===== src/rtl/sn74_mod_counter.sv =====
// sn74_mod_counter
// Parametrised synchronous presettable up/down counter with modulus,
// parallel load, count enable and cascade carry. Chaining cout into the
// next stage's cin, with shared clk/en/up/clr, builds wider synchronous
// counters (decade, BCD, arbitrary-modulus dividers).
module sn74_mod_counter #(
    parameter int     WIDTH   = 4,
    parameter longint MODULUS = 16
) (
    input  logic             clk,
    input  logic             clr,
    input  logic             en,
    input  logic             cin,
    input  logic             up,
    input  logic             load,
    input  logic [WIDTH-1:0] din,
    output logic [WIDTH-1:0] out,
    output logic             tc,
    output logic             cout,
    output logic             wrap
);

    // Compare values are one bit wider than the counter so MODULUS = 2^WIDTH
    // (e.g. WIDTH=32) never overflows the terminal-value constant.
    localparam logic [WIDTH:0] C_MAX = (WIDTH+1)'(MODULUS - 64'sd1);

    // Reject illegal parameterisations at elaboration.
    if ((WIDTH < 1) || (WIDTH > 32) || (MODULUS < 2) ||
        (MODULUS > (64'sd1 <<< WIDTH))) begin : g_param_check
        $error("sn74_mod_counter: illegal WIDTH=%0d / MODULUS=%0d", WIDTH, MODULUS);
    end

    logic [WIDTH-1:0] r_out;
    logic             r_wrap;

    logic [WIDTH:0]   w_out_ext;
    logic [WIDTH:0]   w_din_ext;
    logic             w_at_max;
    logic             w_at_zero;
    logic             w_tc;
    logic [WIDTH-1:0] w_next;
    logic             w_wrap_next;

    assign w_out_ext = {1'b0, r_out};
    assign w_din_ext = {1'b0, din};
    assign w_at_max  = (w_out_ext == C_MAX);
    assign w_at_zero = (r_out == '0);

    // Terminal count follows up combinationally; cout gates it for cascading.
    assign w_tc = up ? w_at_max : w_at_zero;

    // Next value: load (clamped) > count > hold. Range checks use >= / >
    // so a deposited out-of-range value still lands inside 0..MODULUS-1.
    always_comb begin
        w_next      = r_out;
        w_wrap_next = 1'b0;
        if (load) begin
            w_next = (w_din_ext > C_MAX) ? C_MAX[WIDTH-1:0] : din;
        end else if (en && cin) begin
            if (up) begin
                if (w_out_ext >= C_MAX) begin
                    w_next      = '0;
                    w_wrap_next = w_at_max;
                end else begin
                    w_next = r_out + WIDTH'(1);
                end
            end else begin
                if (w_at_zero || (w_out_ext > C_MAX)) begin
                    w_next      = C_MAX[WIDTH-1:0];
                    w_wrap_next = w_at_zero;
                end else begin
                    w_next = r_out - WIDTH'(1);
                end
            end
        end
    end

    // State register; clr has top priority and also kills any wrap pulse.
    always_ff @(posedge clk) begin
        if (clr) begin
            r_out  <= '0;
            r_wrap <= 1'b0;
        end else begin
            r_out  <= w_next;
            r_wrap <= w_wrap_next;
        end
    end

    assign out  = r_out;
    assign wrap = r_wrap;
    assign tc   = w_tc;
    assign cout = w_tc && en && cin;

endmodule


===== config.mk =====
export PLATFORM = sky130hd
export DESIGN_NAME = sn74_mod_counter
export DESIGN_NICKNAME = d
export VERILOG_FILES = /design/src/rtl/sn74_mod_counter.sv
export SDC_FILE = /design/constraint.sdc
export NUM_CORES = 1
export LEC_CHECK = 0
export ABC_CLOCK_PERIOD_IN_PS = 1900
export BUFFER_PORTS_ARGS = -buffer_cell sky130_fd_sc_hd__clkbuf_2
export CORE_MARGIN = 3
export CORE_UTILIZATION = 30
export DETAILED_ROUTE_END_ITERATION = 10
export SLEW_MARGIN = 0
export SYNTH_ARGS = -nofsm -noshare
export SYNTH_HDL_FRONTEND = slang
export SYNTH_SLANG_ARGS = --single-unit

===== constraint.sdc =====
create_clock -name clk -period 1.9 [get_ports clk]
set_clock_uncertainty 0.1 [all_clocks]
set_input_delay 0.57 -clock clk [delete_from_list [all_inputs] [get_ports clk]]
set_output_delay 0.57 -clock clk [all_outputs]
set_load 0.03 [all_outputs]

======== Word-level counts from Yosys, hierarchy flattened ========
Index checks and enable logic that the tools add are counted.
cells by class
  add/sub/neg operators ................... 2
  $lt $le $gt $ge ......................... 3
  eq/ne operators ......................... 1
  muxes and demuxes ....................... 10
  bitwise operators ....................... 1
  reduce and logical (&&, ||, !) cells .... 7
operators with widths
  operator             number
  $mux 4               6
  $gt 4x4->1 const B   2
  $add 4x1->4 const B  1
  $eq 4x4->1 const B   1
  $ge 4x4->1 const B   1
  $logic_not 4->1      1
  $mux 1               4
  $sub 4x1->4 const B  1
  $logic_and 1x1->1    3
  $reduce_or 3->1      1
  $reduce_bool 2->1    1
  $logic_or 1x1->1     1
  $not 1->1            1
word-level totals
  flip-flop bits (word level) ............. 5
  input port bits ......................... 10
  output and inout bits ................... 7
  word-level logic and storage cells ...... 26

======== Logic depth before layout (Yosys ltp) ========
  depth after elaboration ................. 6
  mapped depth ............................ 6
  depth with buffers taken out ............ 6

======== Least setup slack after synthesis ========
No wires, ideal clock.
  path type ............................... reg-to-output
  from .................................... register r_out[0] (netlist: out[0])
  to ...................................... output cout
  arrival ................................. 1741 ps
  data required time ...................... 1230 ps
  path slack .............................. -511 ps
  stages on the path, launching flop included .. 7
  path buffers ............................ 0
  cell sequence ........................... dfxtp_1 inv_1 ha_1 or3b_4 nor2_2 a41oi_2 nor2_1
on the way
  longest elaborated chain between the ends .. 4
  elaborated cells between the ends (all ways) .. 5
  classes of those cells .................. eq/ne: 1; mux: 1; reduce/logical: 3
RTL lines
  element                                        line    text
  start: declaration                             33      logic [WIDTH-1:0] r_out;
  start signal: assignment                       84      r_out <= w_next;
  $eq 4x4->1 or $logic_not 4->1 (tied branches)  46, 47
  $mux 1 *                                       50      assign w_tc = up ? w_at_max : w_at_zero;
  $logic_and 1x1->1 * (2 in a row)               92      assign cout = w_tc && en && cin;
  end: declaration                               19      output logic cout,
Every way passes the cells marked *; elsewhere a longest branch is shown, timed or not.

======== Final worst setup path ========
  from .................................... register r_out[1] (netlist: out[1])
  to ...................................... output cout
Same word-level chain as after synthesis.

==> flow_summary.ini <==
[timing]
period_share_pct = 119.7
slew_violations = 0
rsz0062_at_grt = true
worst_pin_slew_ns = 0.2608
slew_headroom_pct = 82.59
fin_crit_ns = 2.274
hold_viol_final = 0
fmax_mhz = 439.8
hold-worst-slack_ns = 0.4655
setup_slack_ns = -0.3736
setup_viol = 2

[placement]
dp_hpwl_um = 813
io_buffer_count = 16
dp_slack_ns = -0.2941
gp_congestion = 0.8425

[synthesis]
ys_types = 28
synthMuxAreaShare_pct = 2.508
synthFlopType = dfxtp_1
ys_seq_area_share_pct = 25.08
yosys_warnings = 0
synth_fa_ha_area_share_pct = 6.270
synthArstFlopShare_pct = 0
synth_area_um2 = 399.1
synth_top_family_by_area = compound AO/OA/AOI/OAI gates
synth_compound_area_share_pct = 30.09
synth-xor-area-share_pct = 4.389
ys_ff_latch = 5
synth_cells = 50
syn_area_per_cell_um2 = 7.983
synth_edf_count = 0
yosys.area_share.simple_pct = 21.94
syn_nets = 62

[drt]
wire_per_inst_um = 11.48
num_vias = 458
dr.pass1.iters = 3
drt-initial-drc-count = 5
drc_errors = 0
via_per_inst = 5.033
drtAntennaViolNets = 0
wl_um = 1045

[final_layout]
area_delta_synth_final_pct = 62.07
final_common_cell = clkbuf_2
nets = 90
nFillCells = 116
layout_common_cells = 14 x clkbuf_2, 10 x buf_4, 6 x a21oi_1
multi_input_area_um2 = 296.5
area.sequential_um2 = 107.6
drive_gt1_share_pct = 53.25
diodes = 0

[clock_tree]
cts-root-buf = clkbuf_4
cts_tree = yes
hold_buffers = 0
cts_buffers = 3
clk_pin_slew_worst_paths_ns = 0.04
clockBufferDepth = 2
clkSinkCount = 5
postCtsSetupRepairBufs = 0
clkLatencyLatePin_ns = 0.24
htree_levels = 1

[hold_path]
holdPathStages = 3
hold_path_end = out[0]
hold_start = din[0]
hold_class = input port to flop

[power_and_ir_drop]
ir_worst_vdd_v = 0.0004134
p_leak_nw = 0.2851
power.density_nw_per_um2 = 609.1

[setup_path]
cp.required_ns = 1.23
crit_top_cell = nor2_4
critical_path.top_delay_family = simple AND/OR/NAND/NOR gates
endpoint_kind = primary output
reg2regPathDepth = 7
r2r_start = out[1]
critical_path_cell_count = 7
reg2reg_to = wrap
slowest_stage = or3b_4
rrSetupSlack_ns = 0.24
crit_type = flop to primary output
crit_fanout = 3
arrival_ns = 1.60
cp_num_buf_inv = 2
start_kind = flop
cpPeakStageDelay_ns = 0.39
worstPathCellList = inv_4 -> ha_4 -> or3b_4 -> nor2_4 -> a41oi_4 -> nor2_4 -> buf_8

[grt]
grt_usage_pct = 13.08
grt_max_degree = 11
grt_pass1_wl_um = 1787
grt_overflow = 0
antenna_found_initial = 0
grt_pass1_vias = 425

[die]
io_pins = 17
start_util_pct = 34.08
die_x_um = 42.48
fp.coreArea_um2 = 1171
die_area_um2 = 1804
die_h_um = 42.48
row_count = 12

[run]
max_cap_viol_count = 0

[outcome]
violations = setup timing
status = complete, but fails checks
[how the worst max path moves through the flow]
stage | start | end | slack, ns
2_1_floorplan | up | cout | -0.22
3_3_place_gp | up | cout | -0.28
3_5_place_dp | up | cout | -0.29
4_1_cts | out[1] | cout | -0.39
5_1_grt | out[1] | cout | -0.45
6_report | out[1] | cout | -0.37
[kinds of logic (layout without fill, tap and decap cells)]
logic type / after synthesis / in the layout
compound gates: 17 / 17
xor+xnor: 2 / 2
fa+ha+maj: 2 / 2
buf+inv: 8 / 35
flops: 5 / 5
mux: 1 / 1
simple gates: 15 / 15
[Yosys cell counts, types with 2 or more instances]
master / count / area share [%]
dfxtp_1: 5 / 25
o21a_1: 2 / 3.8
nor3_1: 2 / 2.5
a211oi_1: 2 / 3.8
ha_1: 2 / 6.3
nand2_1: 2 / 1.9
a21oi_1: 6 / 7.5
inv_1: 5 / 4.7
nor2_1: 5 / 4.7
[through the flow]
step	util, %	cell area [um2]	instances	setup TNS (ns)	power, W
detailed placement	48.40	566.8	87	-0.5420	0.0002525
CTS	55.02	644.4	91	-0.7275	0.0003983
floorplan	-	417.9	50	-0.3886	0.0002042
finish	55.24	646.9	91	-0.7083	0.0003940
global route	55.24	646.9	91	-0.8668	0.0004256
global placement	48.40	566.8	87	-0.5222	0.0002509
[state kept, by name, summed over array words and instances, names as in the netlist]
register / cells
out: 4
wrap: 1
[power by group]
group	internal [W]	switching [W]	leakage, nW
registers	0.000112	0.00000730	0.0425
clock network	0.0000794	0.0000438	0.0150
logic	0.0000711	0.0000804	0.228
[tightest hold or removal path, cell delays in order]
cell	delay, ns
clkbuf_2	0.08
nand2_1	0.05
o22ai_1	0.06
[routing by layer]
layer / GRT usage, % / vias up / wire length, um
li1: - / 234 / -
met1: 14.47 / 207 / 445
met2: 21.88 / 17 / 531
met3: 7.725 / 0 / 68
met4: 1.863 / 0 / 0
met5: 0 / - / 0
[repair_timing]
action                                  in CTS  in global routing
cloned                                       0                  0
endpoints found under the setup margin       2                  2
gates resized for setup                     12                  2
pin swaps                                    2                  2
[cell type report]
type / count / area share, %
flip-flops and latches: 5 / 16.63
multi-input cells: 37 / 45.84
clock buffers: 4 / 4.062
well taps: 14 / 2.708
inverters: 5 / 3.675
repair buffers: 26 / 27.08
Power figures use the tool's default switching activity.
